--- src/rtl/ariane_pkg.sv ---
// Shared store-queue definitions.
//   st_xq_entry_t : one queued store (virtual address, data, byte enables,
//                   transfer size, scoreboard transaction ID)
//   st_xq_ptr_w() : queue pointer width, one wrap bit above the index bits
package ariane_pkg;

    localparam int unsigned XQ_XLEN       = 64;
    localparam int unsigned XQ_VLEN       = 64;
    localparam int unsigned XQ_TRANS_ID_W = 3;

    typedef struct packed {
        logic [XQ_VLEN-1:0]       vaddr;
        logic [XQ_XLEN-1:0]       data;
        logic [XQ_XLEN/8-1:0]     be;
        logic [1:0]               size;
        logic [XQ_TRANS_ID_W-1:0] trans_id;
    } st_xq_entry_t;

    function automatic int unsigned st_xq_ptr_w(input int unsigned depth);
        return $clog2(depth) + 1;
    endfunction

endpackage

--- src/rtl/store_xq_fifo.sv ---
// In-order circular buffer of queued stores.
//   clk_i, rst_ni : clock, asynchronous active-low reset
//   i_flush       : synchronous clear of both pointers
//   i_push/i_entry: write one entry at the tail (caller guarantees !o_full)
//   i_pop         : retire the head entry (caller guarantees !o_empty)
//   o_head        : current head entry
//   o_full/o_empty/o_count : occupancy, decoded from the registered pointers
module store_xq_fifo
    import ariane_pkg::*;
#(
    parameter int unsigned DEPTH = 4,
    localparam int unsigned PTR_W = st_xq_ptr_w(DEPTH)
) (
    input  logic             clk_i,
    input  logic             rst_ni,
    input  logic             i_flush,
    input  logic             i_push,
    input  st_xq_entry_t     i_entry,
    input  logic             i_pop,
    output st_xq_entry_t     o_head,
    output logic             o_full,
    output logic             o_empty,
    output logic [PTR_W-1:0] o_count
);

    localparam int unsigned IDX_W = $clog2(DEPTH);

    st_xq_entry_t     r_mem [DEPTH];
    logic [PTR_W-1:0] r_wptr;
    logic [PTR_W-1:0] r_rptr;
    logic [PTR_W-1:0] w_diff;

    // Storage is reset too, so the head-derived outputs read as zero out of reset.
    always_ff @(posedge clk_i or negedge rst_ni) begin
        if (!rst_ni) begin
            r_wptr <= '0;
            r_rptr <= '0;
            for (int i = 0; i < int'(DEPTH); i++) begin
                r_mem[i] <= '0;
            end
        end else if (i_flush) begin
            r_wptr <= '0;
            r_rptr <= '0;
        end else begin
            if (i_push) begin
                r_mem[r_wptr[IDX_W-1:0]] <= i_entry;
                r_wptr <= r_wptr + 1'b1;
            end
            if (i_pop) begin
                r_rptr <= r_rptr + 1'b1;
            end
        end
    end

    // The wrap bit makes the pointer difference an exact occupancy count.
    assign w_diff  = r_wptr - r_rptr;
    assign o_count = w_diff;
    assign o_full  = (w_diff == PTR_W'(DEPTH));
    assign o_empty = (r_wptr == r_rptr);
    assign o_head  = r_mem[r_rptr[IDX_W-1:0]];

endmodule

--- src/rtl/store_xlate_queue.sv ---
// Store front-end: queues stores from issue, translates the queue head
// through the DTLB, forwards translated stores to the store buffer and
// writes each store's ID (with any exception) back to the scoreboard.
//   flush_i                : drop all queued and in-flight stores
//   valid_i/ready_o        : enqueue handshake (vaddr/data/be/size/trans_id)
//   translation_req_o/...  : same-cycle DTLB lookup of the head
//   sb_valid_o/sb_ready_i  : store buffer handshake and payload
//   wb_*                   : one-cycle writeback strobe and payload
//   empty_o, count_o       : occupancy status
// Handshakes: a transfer happens in a cycle where valid and ready are both
// high; while valid is high and ready low the payload is held unchanged.
module store_xlate_queue
    import ariane_pkg::*;
#(
    parameter int unsigned DEPTH      = 4,
    parameter int unsigned XLEN       = XQ_XLEN,
    parameter int unsigned VLEN       = XQ_VLEN,
    parameter int unsigned PLEN       = 56,
    parameter int unsigned TRANS_ID_W = XQ_TRANS_ID_W,
    localparam int unsigned PTR_W     = st_xq_ptr_w(DEPTH)
) (
    input  logic                  clk_i,
    input  logic                  rst_ni,
    input  logic                  flush_i,
    input  logic                  valid_i,
    output logic                  ready_o,
    input  logic [VLEN-1:0]       vaddr_i,
    input  logic [XLEN-1:0]       data_i,
    input  logic [XLEN/8-1:0]     be_i,
    input  logic [1:0]            size_i,
    input  logic [TRANS_ID_W-1:0] trans_id_i,
    output logic                  translation_req_o,
    output logic [VLEN-1:0]       vaddr_o,
    input  logic                  dtlb_hit_i,
    input  logic [PLEN-1:0]       paddr_i,
    input  logic                  ex_valid_i,
    input  logic [XLEN-1:0]       ex_cause_i,
    input  logic [XLEN-1:0]       ex_tval_i,
    output logic                  sb_valid_o,
    input  logic                  sb_ready_i,
    output logic [PLEN-1:0]       sb_paddr_o,
    output logic [XLEN-1:0]       sb_data_o,
    output logic [XLEN/8-1:0]     sb_be_o,
    output logic [1:0]            sb_size_o,
    output logic                  wb_valid_o,
    output logic [TRANS_ID_W-1:0] wb_trans_id_o,
    output logic                  wb_ex_valid_o,
    output logic [XLEN-1:0]       wb_ex_cause_o,
    output logic [XLEN-1:0]       wb_ex_tval_o,
    output logic                  empty_o,
    output logic [PTR_W-1:0]      count_o
);

    localparam logic [0:0] XLATE = 1'b0;
    localparam logic [0:0] PUSH  = 1'b1;

    logic [0:0]            r_state;
    logic [PLEN-1:0]       r_paddr;
    logic                  r_wb_valid;
    logic [TRANS_ID_W-1:0] r_wb_trans_id;
    logic                  r_wb_ex_valid;
    logic [XLEN-1:0]       r_wb_ex_cause;
    logic [XLEN-1:0]       r_wb_ex_tval;

    st_xq_entry_t w_in_entry;
    st_xq_entry_t w_head;
    logic         w_full;
    logic         w_empty;
    logic         w_push;
    logic         w_req;
    logic         w_sb_valid;
    logic         w_hit;
    logic         w_ex_pop;
    logic         w_sb_pop;
    logic         w_pop;

    always_comb begin
        w_in_entry          = '0;
        w_in_entry.vaddr    = vaddr_i;
        w_in_entry.data     = data_i;
        w_in_entry.be       = be_i;
        w_in_entry.size     = size_i;
        w_in_entry.trans_id = trans_id_i;
    end

    // Flush gates both head requests in the same cycle so nothing leaves.
    assign w_push     = valid_i && ready_o && !flush_i;
    assign w_req      = (r_state == XLATE) && !w_empty && !flush_i;
    assign w_sb_valid = (r_state == PUSH) && !flush_i;
    // An exception wins over a hit: the store is retired without a push.
    assign w_ex_pop   = w_req && ex_valid_i;
    assign w_hit      = w_req && dtlb_hit_i && !ex_valid_i;
    assign w_sb_pop   = w_sb_valid && sb_ready_i;
    assign w_pop      = w_ex_pop || w_sb_pop;

    store_xq_fifo #(
        .DEPTH(DEPTH)
    ) u_fifo (
        .clk_i  (clk_i),
        .rst_ni (rst_ni),
        .i_flush(flush_i),
        .i_push (w_push),
        .i_entry(w_in_entry),
        .i_pop  (w_pop),
        .o_head (w_head),
        .o_full (w_full),
        .o_empty(w_empty),
        .o_count(count_o)
    );

    always_ff @(posedge clk_i or negedge rst_ni) begin
        if (!rst_ni) begin
            r_state <= XLATE;
            r_paddr <= '0;
        end else if (flush_i) begin
            r_state <= XLATE;
        end else if (w_hit) begin
            r_state <= PUSH;
            r_paddr <= paddr_i;
        end else if (w_sb_pop) begin
            r_state <= XLATE;
        end
    end

    // One pop per cycle at most, so a single writeback slot never overflows.
    always_ff @(posedge clk_i or negedge rst_ni) begin
        if (!rst_ni) begin
            r_wb_valid    <= 1'b0;
            r_wb_trans_id <= '0;
            r_wb_ex_valid <= 1'b0;
            r_wb_ex_cause <= '0;
            r_wb_ex_tval  <= '0;
        end else if (flush_i) begin
            r_wb_valid <= 1'b0;
        end else begin
            r_wb_valid <= w_pop;
            if (w_pop) begin
                r_wb_trans_id <= w_head.trans_id;
                r_wb_ex_valid <= w_ex_pop;
                r_wb_ex_cause <= w_ex_pop ? ex_cause_i : '0;
                r_wb_ex_tval  <= w_ex_pop ? ex_tval_i  : '0;
            end
        end
    end

    // Full is decoded from registered pointers only; a same-cycle pop does not open a slot.
    assign ready_o           = !w_full;
    assign translation_req_o = w_req;
    assign vaddr_o           = w_head.vaddr;
    assign sb_valid_o        = w_sb_valid;
    assign sb_paddr_o        = r_paddr;
    assign sb_data_o         = w_head.data;
    assign sb_be_o           = w_head.be;
    assign sb_size_o         = w_head.size;
    assign wb_valid_o        = r_wb_valid;
    assign wb_trans_id_o     = r_wb_trans_id;
    assign wb_ex_valid_o     = r_wb_ex_valid;
    assign wb_ex_cause_o     = r_wb_ex_cause;
    assign wb_ex_tval_o      = r_wb_ex_tval;
    assign empty_o           = w_empty && !r_wb_valid;

endmodule

--- config.mk ---
export PLATFORM = sky130hd
export DESIGN_NAME = store_xlate_queue
export DESIGN_NICKNAME = d
export VERILOG_FILES = /design/src/rtl/ariane_pkg.sv /design/src/rtl/store_xq_fifo.sv /design/src/rtl/store_xlate_queue.sv
export SDC_FILE = /design/constraint.sdc
export NUM_CORES = 1
export LEC_CHECK = 0
export CAP_MARGIN = 20
export CORE_AREA = 4 4 277 279
export CTS_CLUSTER_SIZE = 25
export DETAILED_ROUTE_END_ITERATION = 12
export DIE_AREA = 0 0 281 283
export PLACE_DENSITY = 0.8
export SLEW_MARGIN = 25
export SYNTH_ARGS = -nofsm -noshare
export SYNTH_HDL_FRONTEND = slang
export SYNTH_SLANG_ARGS = --single-unit
--- constraint.sdc ---
create_clock -name clk_i -period 3 [get_ports clk_i]
set_input_delay 0.6 -clock clk_i [delete_from_list [all_inputs] [get_ports clk_i]]
set_output_delay 0.6 -clock clk_i [all_outputs]
set_load 0.01 [all_outputs]
# After elaboration in Yosys (flattened, before gate mapping)
# Cells that the tools add are included.
op_classes:
  div: 0
  n_shift: 0
  n_eq_ne: 2
  n_reduce_logical: 23
  n_mul: 0
  n_addsub: 3
  bitwise_logic: 4
  order_cmp: 3
  n_mux: 16
ops:
  columns: ["cell", "n"]
  rows:
  - ["bitwise mux 564 bit", 1]
  - ["2-to-1 mux 141 bit", 3]
  - ["binary-select mux 141 bit (select 2 bit)", 1]
  - ["demux 141 bit (select 2 bit)", 1]
  - ["2-to-1 mux 64 bit", 2]
  - ["2-to-1 mux 3 bit", 4]
  - ["logical AND 1 bit", 11]
  - ["adder 3 x 1 -> 3 bit, second input constant", 2]
  - [">= comparator 3 bit, second input constant", 2]
  - ["NOT 2 -> 3 bit", 2]
  - ["AND reduction 2 bit", 3]
  - ["zero test 1 bit", 5]
  - ["2-to-1 mux 1 bit", 4]
  - ["nonzero test 2 bit", 2]
  - ["== test 3 bit", 1]
  - ["== test 3 bit, second input constant", 1]
  - ["< comparator 3 x 1 -> 1 bit, second input constant", 1]
  - ["nonzero test 3 bit", 1]
  - ["subtractor 3 bit", 1]
  - ["NOT 1 bit", 2]
  - ["logical OR 1 bit", 1]
totals:
  inputBits: 332
  mem_bits_rw: 0
  n_memories: 0
  word_cells: 80
  latchBits: 0
  ff_bits: 760
  rom_bits: 0

# Longest topological paths before layout
depth:
  ltp_word: 8
  ltp_mapped: 10
  mapped_depth_nobuf: 7

# By module
# A second synthesis with hierarchy kept.
unflattened:
  hier_cells: 1832
  hier_area_um2: 33071.7
modules_own_cells:
  columns: ["mod", "cells_per_inst", "area_per_inst_um2", "n_inst"]
  rows:
  - ["store_xq_fifo", 1407, 26270.2, 1]
  - ["store_xlate_queue", 425, 6801.5, 1]

# Worst setup path after synthesis
# OpenSTA, ideal clock, no wires.
synth_timing:
  path_type: "register -> register"
  from: "register u_fifo.r_rptr[1]"
  to: "register r_paddr[26] (netlist: sb_paddr_o[26])"
  t_arrival_ps: 2432
  synth_period_minus_slack_ps: 2557
  path_stages_with_launch: 11
  required_time_ps: 2875
  slack_ps: 443
  path_buffers: 4
  cell_sequence: "dfrtp_1 -> clkbuf_1 -> clkbuf_1 -> inv_1 -> ha_1 -> nand2_1 -> nor2_1 -> nand4bb_1 -> buf_2 -> buf_2 -> mux2_2"
synth_via:
  elab_chain_cells: 7
synth_rtl:
  columns: ["element", "line_no", "rtl"]
  rows:
  - ["from (decl)", "store_xq_fifo.sv:30", "logic [PTR_W-1:0] r_rptr;"]
  - ["from (signal assigned)", "store_xq_fifo.sv:50", "r_rptr <= r_rptr + 1'b1;"]
  - ["== test 3 bit", "store_xq_fifo.sv:59", "assign o_empty = (r_wptr == r_rptr);"]
  - ["zero test 1 bit", "store_xlate_queue.sv:88", "assign w_req = (r_state == XLATE) && !w_empty && !flush_i;"]
  - ["logical AND 1 bit (2 in a row)", "store_xlate_queue.sv:88", null]
  - ["logical AND 1 bit (2 in a row)", "store_xlate_queue.sv:92", "assign w_hit = w_req && dtlb_hit_i && !ex_valid_i;"]
  - ["AND reduction 2 bit (no line)", null, null]
  - ["to (signal assigned)", "store_xlate_queue.sv:119", "r_paddr <= paddr_i;"]
  - ["to (decl)", "store_xlate_queue.sv:58", "logic [PLEN-1:0] r_paddr;"]
# Every way passes these cells.
# A chain may end at the register's enable or synchronous reset.

# Worst setup path in the final report
layout_timing:
  from: "register u_fifo.r_rptr[0]"
  to: "output vaddr_o[11]"
layout_via:
  elab_chain_cells: 4
layout_rtl:
  columns: ["element", "line_no", "rtl"]
  rows:
  - ["NOT 2 -> 3 bit (implied by the code)", "store_xq_fifo.sv:60", "assign o_head = r_mem[r_rptr[IDX_W-1:0]];"]
  - ["binary-select mux 141 bit (select 2 bit)", "store_xq_fifo.sv:60", null]
  - ["2-to-1 mux 141 bit (implied by the code) (2 in a row)", "store_xq_fifo.sv:60", null]
  - ["to (decl)", "store_xlate_queue.sv:33", "output logic [VLEN-1:0] vaddr_o,"]
# Every way passes these cells. The select of a mux whose other input is x is not followed.

==> summary.txt <==
Run status
  – Status: completed

Worst setup path
  – Slowest cell delay on critical path: 0.50 ns
  – Cell breakdown of the critical path: buf_16 > buf_12 > buf_16 > buf_4 > mux4_2 > buf_6
  – R2r endpoint: u_fifo.r_mem[469]$_DFFE_PN0P_
  – Arrival @ worst endpoint: 2.33 ns
  – CP required: 2.40 ns
  – Setup Crit Path Kind: reg2out
  – Flop-to-flop setup slack: 0.23 ns
  – Crit Path Max Fanout: 13
  – Slowest CP cell: dfrtp_4
  – Setup crit start kind: flop
  – Worst R2R Path Depth: 9
  – R2R Path Start: u_fifo.r_rptr[0]$_DFFE_PN0P_
  – Worst setup EP type: primary output
  – CP most frequent cell: buf_16

Yosys
  – Post-synth EDFFs: 0
  – Synth warn: 0
  – Cell count after synthesis: 2241
  – Post-synthesis register bit count: 760
  – Syn avg cell area: 14.8 um^2
  – Leading area contributor after synthesis: dfrtp_1
  – Asr flop ratio synth: 100%
  – Post-synth top cells: dfrtp_1, mux2_2, nand2_1, buf_4, mux4_2
  – Syn nets: 2581
  – Post-synthesis cell type count: 30
  – Top FF cell, synth: dfrtp_1
  – Top cells by area, synth: dfrtp_1, mux2_2, mux4_2
  – Most frequent cell after synthesis: dfrtp_1
  – Post-Syn Area: 33100 um^2
  – Sequential element share of the synthesized area: 57.4%
  – Share of the synthesized area in the top cell type: 57.4%

Cells and area
  – P&R area growth vs syn: 30.7%
  – Cell area after layout: 43300 um^2
  – Layout filler cell count: 5663
  – Share of cells above drive strength 1: 37.3%
  – Final #Nets: 3155

Floorplan
  – Row count: 100
  – Total die area: 79500 um^2
  – Die Y: 283 um
  – Core Area: 74200 um^2
  – Initial Util: 44.6%
  – Die width: 281 um
  – Number of I/O pins: 666

Place
  – Cell Area, Placed: 40200 um^2
  – Place WS: 0.175 ns
  – Hpwl dp: 66.5 mm
  – Routability cong.: 0.868
  – # port buffers: 665

Global route
  – Largest net degree at the start of global routing: 130
  – GR Overflow Total: 0
  – Overall global routing resource usage: 23.8%
  – Vias in the first global route: 23400
  – First-pass GRT wire length: 146 mm
  – Initial antenna violation count: 10

Clock tree
  – Clock sinks: 760
  – H-tree depth: 3
  – Inserted Clock Buffers: 82
  – CTS max path bufs: 3
  – CTS clk-pin slew, worst paths: 0.06 ns
  – Worst-Skew Late Latency: 0.62 ns
  – Root buffer cell: clkbuf_16
  – CTS tree: done

Routing
  – Final WL: 96.0 mm
  – Drt via density: 5.42
  – DRT antenna net count: 0
  – DR pass1 iterations: 5
  – DRT iter0 DRCs: 994
  – DRC violations left: 0
  – Via count: 20900
  – WL/cell: 24.9 um

Timing
  – Worst slew pin tran: 0.783 ns
  – Hold Slack: 0.0209 ns
  – Max Freq: 342 MHz
  – Slew HR: 47.8%
  – Worst Skew: 0.0260 ns
  – Setup tns final: 0 ns
  – Slew Limit Fails: 0
  – RSZ-0062 raised after global routing: yes
  – Final Critical Period: 2.93 ns
  – Tcrit/Tclk final: 97.5%
  – Final setup margin: 0.0745 ns
  – Setup Viol. Count Final: 0
  – Hold Violations, Final: 0

Worst hold path
  – Hold Path Class: in2async

Job
  – Max-cap viol count: 0

Pwr
  – Lkg Pwr: 19.4 nW
  – Max rail drop VDD: 613 uV
  – Pwr dens: 1070 nW/um^2
layout make-up:
class	instances	area, um^2	share of cell area [%]
inverter	7	26.3	0.0607
clock inverter	30	345	0.798
sequential	760	19000	43.9
timing repair buffer	769	8020	18.5
tap	969	1210	2.80
clock buffer	119	2380	5.50
antenna	10	25.0	0.0578
multi-input combinational	1195	12300	28.3
kinds of logic after synthesis:
logic type | synth area share, %
multiplexers | 30.9
XOR/XNOR | 0.128
AND/OR/NAND/NOR | 5.34
adder cells (fa/ha/maj) | 0.325
buffers and inverters | 5.74
AO/OA/AOI/OAI | 0.144
flip-flops | 57.4
worst max-delay path by stage:
stage	startpoint	end	cells past startpoint
floorplan	u_fifo.r_rptr[1]$_DFFE_PN0P_	sb_paddr_o[26]$_DFFE_PN0P_	10
global placement	u_fifo.r_rptr[0]$_DFFE_PN0P_	u_fifo.r_mem[484]$_DFFE_PN0P_	8
detailed placement	u_fifo.r_wptr[0]$_DFFE_PN0P_	u_fifo.r_mem[475]$_DFFE_PN0P_	9
CTS	u_fifo.r_rptr[0]$_DFFE_PN0P_	sb_be_o[0]	6
global route	u_fifo.r_rptr[0]$_DFFE_PN0P_	vaddr_o[52]	6
finish	u_fifo.r_rptr[0]$_DFFE_PN0P_	vaddr_o[11]	6
per-stage QoR:
| step | total power (W) | utilization [%] | cells |
|---|---|---|---|
| 3_5_place_dp | 0.0366 | 54.1 | 3668 |
| 5_1_grt | 0.0485 | 58.3 | 3857 |
| 6_report | 0.0463 | 58.3 | 3859 |
| 3_3_place_gp | 0.0355 | 54.1 | 3668 |
| 2_1_floorplan | 0.0287 | - | 2241 |
| 4_1_cts | 0.0465 | 58.2 | 3844 |
registers in the layout (all words and copies together) (netlist names):
| register | flops |
|---|---|
| u_fifo.r_rptr | 3 |
| u_fifo.r_wptr | 3 |
| sb_paddr_o | 56 |
| wb_ex_tval_o | 64 |
| r_state | 1 |
| u_fifo.r_mem | 564 |
| wb_valid_o | 1 |
| wb_ex_valid_o | 1 |
| wb_trans_id_o | 3 |
| wb_ex_cause_o | 64 |
metal layers:
metal  track usage, %  wire (um)
met1             27.4      35100
met2             42.7      51200
met3             5.53       5730
met4             9.78       4020
met5                0         13
cell usage in the layout, fill, tap and decap left out, types with 10 or more instances in the layout:
cell type        Yosys  routed
buf_6               27      26
dlygate4sd2_1        0      41
diode_2              0      10
buf_4              151      47
clkdlybuf4s50_1      0     521
nand2_1            265     264
clkinv_2             0      14
clkbuf_16            0      84
buf_2               45      25
dfrtp_1            760     758
buf_16               0      12
clkbuf_1            47      18
clkbuf_8             0      19
clkdlybuf4s15_1      0      45
mux2_2             625     625
buf_12               0      36
mux4_2             141     141
nand3_1            128     128
critical path, delay by kind of cell (launching register included):
kind	cells	cell delay, ns
flops	1	0.50
buf+inv	5	0.75
mux	1	0.47
report_power, final:
group | internal [W] | leakage [nW] | switching (W)
Sequential | 0.0152 | 9.53 | 0.00266
Clock | 0.00597 | 1.34 | 0.00418
Combinational | 0.0105 | 8.57 | 0.00780
Total | 0.0317 | 19.4 | 0.0146
timing repair:
| item | 4_1_cts | 5_1_grt |
|---|---|---|
| pin swaps | 1 | 0 |
| resized for setup | 343 | 46 |
| setup endpoints to repair | 142 | 68 |
| hold buffers | 0 | 0 |
| setup buffers | 21 | 5 |
| cloned | 6 | 2 |
(Power assumes the default switching activity.)
